--- config.mk ---
export PLATFORM = sky130hd
export DESIGN_NAME = instruction_fetch
export DESIGN_NICKNAME = d
export VERILOG_FILES = /design/src/rtl/instruction_fetch.sv
export SDC_FILE = /design/constraint.sdc
export NUM_CORES = 1
export LEC_CHECK = 0
export CAP_MARGIN = 10
export CORE_MARGIN = 8
export CORE_UTILIZATION = 58
export DETAILED_ROUTE_END_ITERATION = 8
export HOLD_SLACK_MARGIN = 0.15
export PLACE_DENSITY = 0.81
export SETUP_SLACK_MARGIN = 0.2
export SKIP_LAST_GASP = 1
export SYNTH_ARGS = -nofsm -noshare
export SYNTH_HDL_FRONTEND = slang
export SYNTH_SLANG_ARGS = --single-unit
--- constraint.sdc ---
create_clock -name clk -period 5.5 [get_ports clk]
set_input_delay 0.825 -clock clk [delete_from_list [all_inputs] [get_ports clk]]
set_output_delay 0.825 -clock clk [all_outputs]
set_load 0.005 [all_outputs]
--- src/rtl/instruction_fetch.sv ---
// Fetch unit: assembles 24-bit instructions from an 8-bit memory port and keeps
// one current word plus one prefetched word at current + 3.
module instruction_fetch (
  input  logic        clk,
  input  logic        reset_n,
  input  logic [15:0] program_counter,
  output logic [23:0] instruction_bus,
  output logic        instruction_ready,
  output logic [15:0] mem_address,
  output logic        mem_read,
  input  logic [7:0]  mem_data,
  input  logic        mem_ready
);

  typedef enum logic [1:0] {IDLE, BYTE0, BYTE1, BYTE2} state_t;

  state_t      state, state_nxt;
  logic        cur_valid, pre_valid;
  logic [15:0] cur_addr, pre_addr;
  logic [23:0] cur_word, pre_word;
  logic [15:0] fetch_addr, fetch_addr_nxt, mem_address_nxt;
  logic [7:0]  lane0, lane1;
  logic        hit, eff_cur, eff_pre;
  logic        have_target, target_cur;
  logic [15:0] target;
  logic        done, match, store;
  logic [23:0] word;

  assign instruction_ready = cur_valid && (cur_addr == program_counter);
  assign instruction_bus   = cur_word;
  assign hit     = !instruction_ready && pre_valid && (pre_addr == program_counter);

  // Target is chosen against the buffer contents as they will be after this
  // edge, so a promotion starts the next prefetch on the same edge.
  assign eff_cur = instruction_ready || hit;
  assign eff_pre = instruction_ready && pre_valid;

  always_comb begin
    have_target = 1'b1;
    target_cur  = 1'b1;
    target      = program_counter;
    if (eff_cur) begin
      target_cur  = 1'b0;
      target      = program_counter + 16'd3;
      have_target = !eff_pre;
    end
  end

  assign done  = (state != IDLE) && mem_ready;
  assign match = have_target && (fetch_addr == target);
  assign store = (state == BYTE2) && done && match;
  assign word  = {lane0, lane1, mem_data};

  always_comb begin
    state_nxt      = state;
    fetch_addr_nxt = fetch_addr;
    case (state)
      IDLE: begin
        if (have_target) begin
          state_nxt      = BYTE0;
          fetch_addr_nxt = target;
        end
      end
      BYTE0, BYTE1: begin
        if (done) begin
          if (match) begin
            state_nxt = (state == BYTE0) ? BYTE1 : BYTE2;
          end else if (have_target) begin
            state_nxt      = BYTE0;
            fetch_addr_nxt = target;
          end else begin
            state_nxt = IDLE;
          end
        end
      end
      BYTE2: begin
        if (done) state_nxt = IDLE;
      end
      default: ;
    endcase
  end

  always_comb begin
    case (state_nxt)
      BYTE1:   mem_address_nxt = fetch_addr_nxt + 16'd1;
      BYTE2:   mem_address_nxt = fetch_addr_nxt + 16'd2;
      default: mem_address_nxt = fetch_addr_nxt;
    endcase
  end

  always_ff @(posedge clk or negedge reset_n) begin
    if (!reset_n) begin
      state       <= IDLE;
      fetch_addr  <= 16'h0000;
      mem_read    <= 1'b0;
      mem_address <= 16'h0000;
      cur_valid   <= 1'b0;
      pre_valid   <= 1'b0;
      cur_addr    <= 16'h0000;
      pre_addr    <= 16'h0000;
      cur_word    <= 24'h000000;
    end else begin
      state       <= state_nxt;
      fetch_addr  <= fetch_addr_nxt;
      mem_read    <= (state_nxt != IDLE);
      mem_address <= mem_address_nxt;
      if (!instruction_ready) begin
        if (hit) begin
          cur_valid <= 1'b1;
          cur_addr  <= pre_addr;
          cur_word  <= pre_word;
        end else begin
          cur_valid <= 1'b0;
        end
        pre_valid <= 1'b0;
      end
      if (store) begin
        if (target_cur) begin
          cur_valid <= 1'b1;
          cur_addr  <= fetch_addr;
          cur_word  <= word;
        end else begin
          pre_valid <= 1'b1;
          pre_addr  <= fetch_addr;
        end
      end
    end
  end

  always_ff @(posedge clk) begin
    if (done && (state == BYTE0)) lane0 <= mem_data;
    if (done && (state == BYTE1)) lane1 <= mem_data;
    if (store && !target_cur)     pre_word <= word;
  end

endmodule
==> out/qor.log, run 1 <==
qor: sta.min_period_over_period 0.9122
qor: placement.dpl.hpwl 13.95 mm
qor: clocking.clockBufferDepth 2
qor: synth.synth.area.mux_share 0.02929
qor: sta.finalHoldViolations 0
qor: floorplan.core 12,060 um2
qor: routing.num_vias 5,822
qor: power_and_ir_drop.p_leak 3.520 nW
qor: clocking.clk_latency 430 ps
qor: sta.clock.fmax 0.1993 GHz
qor: setup_path.timing_worst_setup_path_type input pin to register
qor: synth.synth_warnings 0
qor: sta.max_slew_margin 0.4001
qor: synth.synthCells 706
qor: cells_and_area.finalNetCount 810
qor: synth.synth_seq_cells 133
qor: sta.min_setup_slack_post_route 482.9 ps
qor: grt.overall_routing_resource_usage 0.2578
qor: floorplan.num_io_pins 69
qor: clocking.cts_num_sinks 133
qor: clocking.cts_post_setup_buffers_inserted 0
qor: grt.grt_pass1_vias 5,894
qor: synth.synth-compound-area-share 0.1283
qor: synth.sequential_fraction_of_the_synthesis_area 0.4888
qor: grt.grt_pass1_wl 32.49 mm
qor: floorplan.fp.dieH 127.6 um
qor: floorplan.die_width 127.6 um
qor: routing.routed_wire_length_per_instance 21.00 um
qor: grt.grt_start_max_net_pins 81
qor: placement.weighted_congestion_at_the_end_of_routability_driven_global_placement 0.9408
qor: cells_and_area.mostFrequentLayoutCells sky130_fd_sc_hd__nand2_1 (114), sky130_fd_sc_hd__dfrtp_1 (93), sky130_fd_sc_hd__nor2_1 (70)
qor: synth.yosys_most_used_dff sky130_fd_sc_hd__dfrtp_1
qor: floorplan.placement_rows 40
qor: setup_path.timing.critical_path.required 5850 ps
qor: synth.largest_family_of_logic_cells_by_synthesized_area simple AND/OR/NAND/NOR gates
qor: floorplan.dieArea 16,270 um2
qor: cells_and_area.final_common_cell sky130_fd_sc_hd__nand2_1
qor: placement.post-place-ws 34.35 ps
qor: sta.unrepaired_setup_endpoints_after_global_routing false
qor: run.drv.max_cap_violation_count 0
qor: sta.setup_viol 0
qor: synth.syn-num-nets 740
qor: routing.detail_route.iter0.violations 617
qor: cells_and_area.final-seq-area 3528 um2
qor: grt.grt-ovfl-total 0
qor: sta.fin_worst_skew 8.926 ps
qor: routing.route.final.wire_length 20.11 mm
qor: power_and_ir_drop.pwr_density_cell 387.5 nW/um2
qor: clocking.tritoncts yes
qor: cells_and_area.flow.area_growth_from_synthesis 20.99%
qor: clocking.clockRootBuffer sky130_fd_sc_hd__clkbuf_16
qor: synth.ys_top_cells_by_area sky130_fd_sc_hd__dfrtp_1 (32%), sky130_fd_sc_hd__edfxtp_1 (17%), sky130_fd_sc_hd__nand2_1 (5.9%)
qor: synth.synth_largest_type_area_fraction 0.3224
qor: clocking.cts-htree-levels 4
qor: power_and_ir_drop.fin_total_pwr 3.384 mW
qor: routing.final_antenna_net_count 0
qor: clocking.clk_pin_slew_worst_paths 60 ps
qor: sta.hold_slack 298.0 ps
qor: sta.slew_at_the_pin_closest_to_its_max_slew_limit 899.9 ps
qor: setup_path.reg2regPathDepth 16
qor: floorplan.initial_util 0.5984
qor: synth.synth_cell_type_count 79
qor: outcome.outcome complete, no violations
qor: setup_path.cp.arrival 5360 ps
qor: synth.syn-mean-instance-area 10.22 um2
qor: power_and_ir_drop.ir_drop 0.4607 mV
qor: routing.drt-pass1-iter-count 5
qor: routing.remaining_drc_errors 0
qor: cells_and_area.drive_above_1_share 0.1508
qor: setup_path.critPathCaptureType register
qor: grt.grt_antenna_before_repair 1
qor: synth.yosys.area_share.simple 0.2108
qor: synth.post_synth_xor_xnor_area 0.08979
qor: synth.synth_async_sr_flop_share 0.6992
qor: setup_path.start_kind input pin
qor: cells_and_area.fill_cells 850
qor: synth.synth-adder-area-share 0.01213
qor: cells_and_area.multiInputGateArea 3403 um2
qor: synth.edff_count_synth 40
qor: sta.final.setup.tns 0 ps
qor: placement.port_buffers 68
qor: setup_path.cp_max_fo 12
qor: synth.synth_top_area_cell sky130_fd_sc_hd__dfrtp_1
qor: sta.period_needed 5017 ps
qor: clocking.cts_inserted_buffers 17
qor: synth.syn_area 7218 um2
qor: routing.viasPerCell 6.077
qor: min_path.holdCritPathClass input pin to async pin
qor: sta.final_max_slew_viol_count 0
==> critical path, cell delays in order <==
cell and delay, ps:
sky130_fd_sc_hd__clkdlybuf4s50_1 630, sky130_fd_sc_hd__xor2_1 290, sky130_fd_sc_hd__nor4_2 100, sky130_fd_sc_hd__and3_2 220, sky130_fd_sc_hd__buf_4 180, sky130_fd_sc_hd__a32oi_1 260
sky130_fd_sc_hd__xnor3_1 320, sky130_fd_sc_hd__a211o_1 320, sky130_fd_sc_hd__nor4b_4 350, sky130_fd_sc_hd__nand4_4 200, sky130_fd_sc_hd__o21bai_4 230, sky130_fd_sc_hd__nand2_1 70
sky130_fd_sc_hd__o21ai_0 130, sky130_fd_sc_hd__ha_1 250, sky130_fd_sc_hd__nor3_1 90, sky130_fd_sc_hd__nand4bb_4 350, sky130_fd_sc_hd__nor4_2 350, sky130_fd_sc_hd__xor2_1 190
==> per-stage QoR <==
step / util / instances / cell area [um2]
after floorplan: - / 706 / 7218
after global placement: 0.6750 / 925 / 8142
after detailed placement: 0.6750 / 925 / 8142
after CTS: 0.7232 / 957 / 8723
after global routing: 0.7241 / 958 / 8733
final: 0.7241 / 958 / 8733
==> cell type report <==
| type | instances | area share |
|---|---|---|
| sequential | 133 | 0.4040 |
| multi-input combinational | 512 | 0.3897 |
| timing repair buffer | 101 | 0.1106 |
| clock buffer | 18 | 0.04914 |
| tap | 168 | 0.02407 |
| clock inverter | 14 | 0.01748 |
| inverter | 11 | 0.004728 |
| antenna | 1 | 0.0002865 |
==> repair_timing <==
action                                  CTS  global route
resized for setup                         0             3
hold buffers                              0             0
endpoints found under the setup margin    0             7
==> final timing paths <==
path,startpoint,slack (ps),endpoint
setup / recovery,program_counter[0],480,mem_address[14]$_DFF_PN0_
hold / removal,reset_n,300,pre_addr[14]$_DFFE_PN0P_
setup reg to reg,pre_addr[3]$_DFFE_PN0P_,990,mem_address[14]$_DFF_PN0_
hold reg to reg,lane1[3]$_DFFE_PP_,440,pre_word[11]$_DFFE_PP_
max in group asynchronous,reset_n,3980,mem_address[1]$_DFF_PN0_
min in group clk,lane1[3]$_DFFE_PP_,440,pre_word[11]$_DFFE_PP_
==> Yosys cell counts, types with 8 or more instances <==
master                     number
sky130_fd_sc_hd__nand4_1        8
sky130_fd_sc_hd__inv_1         11
sky130_fd_sc_hd__nor2_1        71
sky130_fd_sc_hd__nand3_1       20
sky130_fd_sc_hd__a31oi_1       44
sky130_fd_sc_hd__edfxtp_1      40
sky130_fd_sc_hd__nor4_1        10
sky130_fd_sc_hd__o21ai_0       15
sky130_fd_sc_hd__nand2_1      114
sky130_fd_sc_hd__dfrtp_1       93
sky130_fd_sc_hd__mux2_2        17
sky130_fd_sc_hd__buf_2         14
sky130_fd_sc_hd__xor2_1        28
sky130_fd_sc_hd__a21oi_1       11
sky130_fd_sc_hd__xnor2_1       39
sky130_fd_sc_hd__clkbuf_1      26
sky130_fd_sc_hd__nor3_1        11
==> state kept, by name, summed over array words and instances, names as in the netlist, named ones only <==
register         flops
cur_addr            16
fetch_addr          16
instruction_bus     24
lane0                8
lane1                8
mem_address         16
mem_read             1
pre_addr            16
pre_valid            1
pre_word            24
state                2
==> kinds of logic after synthesis <==
logic type | after synthesis
xor+xnor | 70
flops | 133
buf+inv | 61
fa+ha+maj | 7
simple gates | 294
compound gates | 122
mux | 19
==> where the power goes <==
part / leakage [nW] / switching (mW) / internal (mW) / total, mW
Combinational: 1.64 / 0.496 / 0.427 / 0.923
Sequential: 1.60 / 0.178 / 1.16 / 1.34
Clock: 0.281 / 0.453 / 0.672 / 1.13
==> per-layer routing <==
metal | GRT usage | wire length, um | vias up
met2 | 0.4185 | 9927 | 219
met3 | 0.06198 | 1290 | 36
met1 | 0.3237 | 8384 | 2916
met4 | 0.1078 | 512 | 0
met5 | 0 | 0 | -
li1 | - | - | 2651
Power figures use the tool's default switching activity.
==> run 2: changes to the inputs <==
Settings changed: CAP_MARGIN 10 to 0, GPL_ROUTABILITY_DRIVEN from default to 0.
==> run 2 against run 1 <==
  * Final area down 0.89%
  * Combinational power shrank 3.6%
  * Clock power about the same
  * Largest cell class unchanged
  * Fmax down 2.5%
  * Critical path depth stayed put
  * Highest routed layer is now met5
==> out/qor.log, run 2 (synthesis gave the netlist of run 1 again) <==
qor: sta.fin_worst_skew 11.83 ps
qor: cells_and_area.drive_above_1_share 0.1467
qor: setup_path.cp_max_fo 7
qor: sta.period_needed 5147 ps
qor: setup_path.critical_path_s_largest_stage_delay 670 ps
qor: clocking.clk_latency 430 ps
qor: placement.post-place-ws -27.15 ps
qor: routing.final_antenna_net_count 0
qor: routing.viasPerCell 6.236
qor: cells_and_area.finalNetCount 805
qor: setup_path.critPathCaptureType register
qor: clocking.tritoncts yes
qor: sta.hold_slack 386.7 ps
qor: clocking.clockBufferDepth 2
qor: sta.min_setup_slack_post_route 352.7 ps
qor: floorplan.num_io_pins 69
qor: sta.unrepaired_setup_endpoints_after_global_routing false
qor: floorplan.placement_rows 40
qor: routing.detail_route.iter0.violations 622
qor: run.drv.max_cap_violation_count 0
qor: setup_path.worst_r2r_startpoint cur_addr[11]$_DFF_PN0_
qor: grt.grt_antenna_before_repair 1
qor: setup_path.crit-reg2reg-capture mem_address[14]$_DFF_PN0_
qor: clocking.cts_inserted_buffers 17
qor: setup_path.timing.critical_path.required 5830 ps
qor: routing.route.final.wire_length 18.99 mm
qor: clocking.clockRootBuffer sky130_fd_sc_hd__clkbuf_16
qor: sta.setup_viol 0
qor: power_and_ir_drop.pwr_density_cell 384.8 nW/um2
qor: clocking.cts-htree-levels 4
qor: setup_path.timing.critical_path.cells clkdlybuf4s50_1 > xor2_1 > nor3_1 > and3_4 > buf_4 > a32oi_1 > xnor3_1 > a211o_1 > nor4b_4 > nand4_4 > o21bai_4 > nand2_1 > o21ai_0 > ha_1 > nor3_1 > nand4bb_4 > nor4_2 > xor2_1
qor: routing.remaining_drc_errors 0
qor: sta.max_slew_margin 0.4013
qor: floorplan.fp.dieH 127.6 um
qor: setup_path.cp.arrival 5480 ps
qor: clocking.cts_post_setup_buffers_inserted 0
qor: min_path.holdCritPathClass input pin to async pin
qor: outcome.outcome complete, no violations
qor: sta.final.setup.tns 0 ps
qor: grt.grt_start_max_net_pins 81
qor: floorplan.initial_util 0.5984
qor: grt.grt_pass1_vias 5,919
qor: placement.dpl.hpwl 13.18 mm
qor: cells_and_area.flow.area_growth_from_synthesis 19.92%
qor: sta.clock.fmax 0.1943 GHz
qor: power_and_ir_drop.p_leak 3.482 nW
qor: routing.routed_wire_length_per_instance 19.95 um
qor: cells_and_area.mostFrequentLayoutCells sky130_fd_sc_hd__nand2_1 (114), sky130_fd_sc_hd__dfrtp_1 (93), sky130_fd_sc_hd__nor2_1 (70)
qor: power_and_ir_drop.ir_drop 0.2447 mV
qor: floorplan.die_width 127.6 um
qor: cells_and_area.final_common_cell sky130_fd_sc_hd__nand2_1
qor: cells_and_area.final_core_util 0.7176
qor: placement.port_buffers 68
qor: cells_and_area.insertedDiodeCount 0
qor: floorplan.dieArea 16,270 um2
qor: setup_path.critical_path.slowest_cell sky130_fd_sc_hd__clkdlybuf4s50_1
qor: setup_path.r2r_slack 980 ps
qor: clocking.cts_num_sinks 133
qor: routing.drt-pass1-iter-count 5
qor: grt.grt-ovfl-total 0
qor: setup_path.reg2regPathDepth 16
qor: clocking.clk_pin_slew_worst_paths 60 ps
qor: floorplan.core 12,060 um2
qor: setup_path.timing_worst_setup_path_type input pin to register
qor: sta.min_period_over_period 0.9359
qor: sta.slew_at_the_pin_closest_to_its_max_slew_limit 886.0 ps
qor: routing.num_vias 5,937
qor: grt.grt_pass1_wl 30.84 mm
qor: sta.finalHoldViolations 0
qor: sta.final_max_slew_viol_count 0
qor: grt.overall_routing_resource_usage 0.2407
qor: setup_path.start_kind input pin
==> run 2: cell count changes in the layout (fill, tap and decap cells not counted), sizes merged <==
cell | previous run | this run
diode | 1 | 0
inv | 15 | 19
bufinv | 2 | 1
buf | 34 | 29
clkinv | 6 | 3
==> run 2: critical path, delay by kind of cell <==
family          cells  cell delay [ps]
buf+inv             2              830
fa+ha+maj           1              270
xor+xnor            3              840
compound gates      4              990
simple gates        8             1720
==> run 2: area by class of cell <==
cell class                 instances  area, um2
sequential                       133       3528
tap                              168      210.2
clock buffer                      18      439.2
multi-input combinational        512       3407
clock inverter                    14      138.9
fill                             838       3406
timing repair buffer              96      890.9
inverter                          11      41.29
==> run 2: report_power, final <==
group          internal, mW  total [mW]  switching, mW
sequential             1.16        1.32          0.166
clock                 0.646        1.12          0.471
combinational         0.411       0.890          0.479
total                  2.21        3.33           1.12
==> run 2: timing repair <==
item / 4_1_cts / 5_1_grt
endpoints found under the setup margin: 0 / 8
hold buffers: 0 / 0
resized for setup: 0 / 5
hold endpoints to repair: 0 / 0
==> run 2: routing by layer <==
metal	track usage	up-vias	routed length, um
li1	-	2633	-
met1	0.2931	2879	7575
met2	0.3841	344	9162
met3	0.07196	79	1575
met4	0.1162	2	664
met5	0	-	13
==> run 2: stage by stage <==
| stage | power [mW] | std cells | area (um2) |
|---|---|---|---|
| finish | 3.331 | 952 | 8656 |
| detailed placement | 2.209 | 920 | 8066 |
| floorplan | 1.856 | 706 | 7218 |
| global route | 3.464 | 952 | 8656 |
| global placement | 2.176 | 920 | 8066 |
| CTS | 3.328 | 952 | 8645 |
==> run 2: worst max path at each step <==
stage | to | cells past startpoint | startpoint
2_1_floorplan | pre_word[0]$_DFFE_PP_ | 16 | program_counter[0]
3_3_place_gp | mem_address[15]$_DFF_PN0_ | 17 | program_counter[1]
3_5_place_dp | mem_address[14]$_DFF_PN0_ | 19 | program_counter[0]
4_1_cts | mem_address[14]$_DFF_PN0_ | 18 | program_counter[0]
5_1_grt | mem_address[14]$_DFF_PN0_ | 18 | program_counter[9]
6_report | mem_address[14]$_DFF_PN0_ | 18 | program_counter[1]
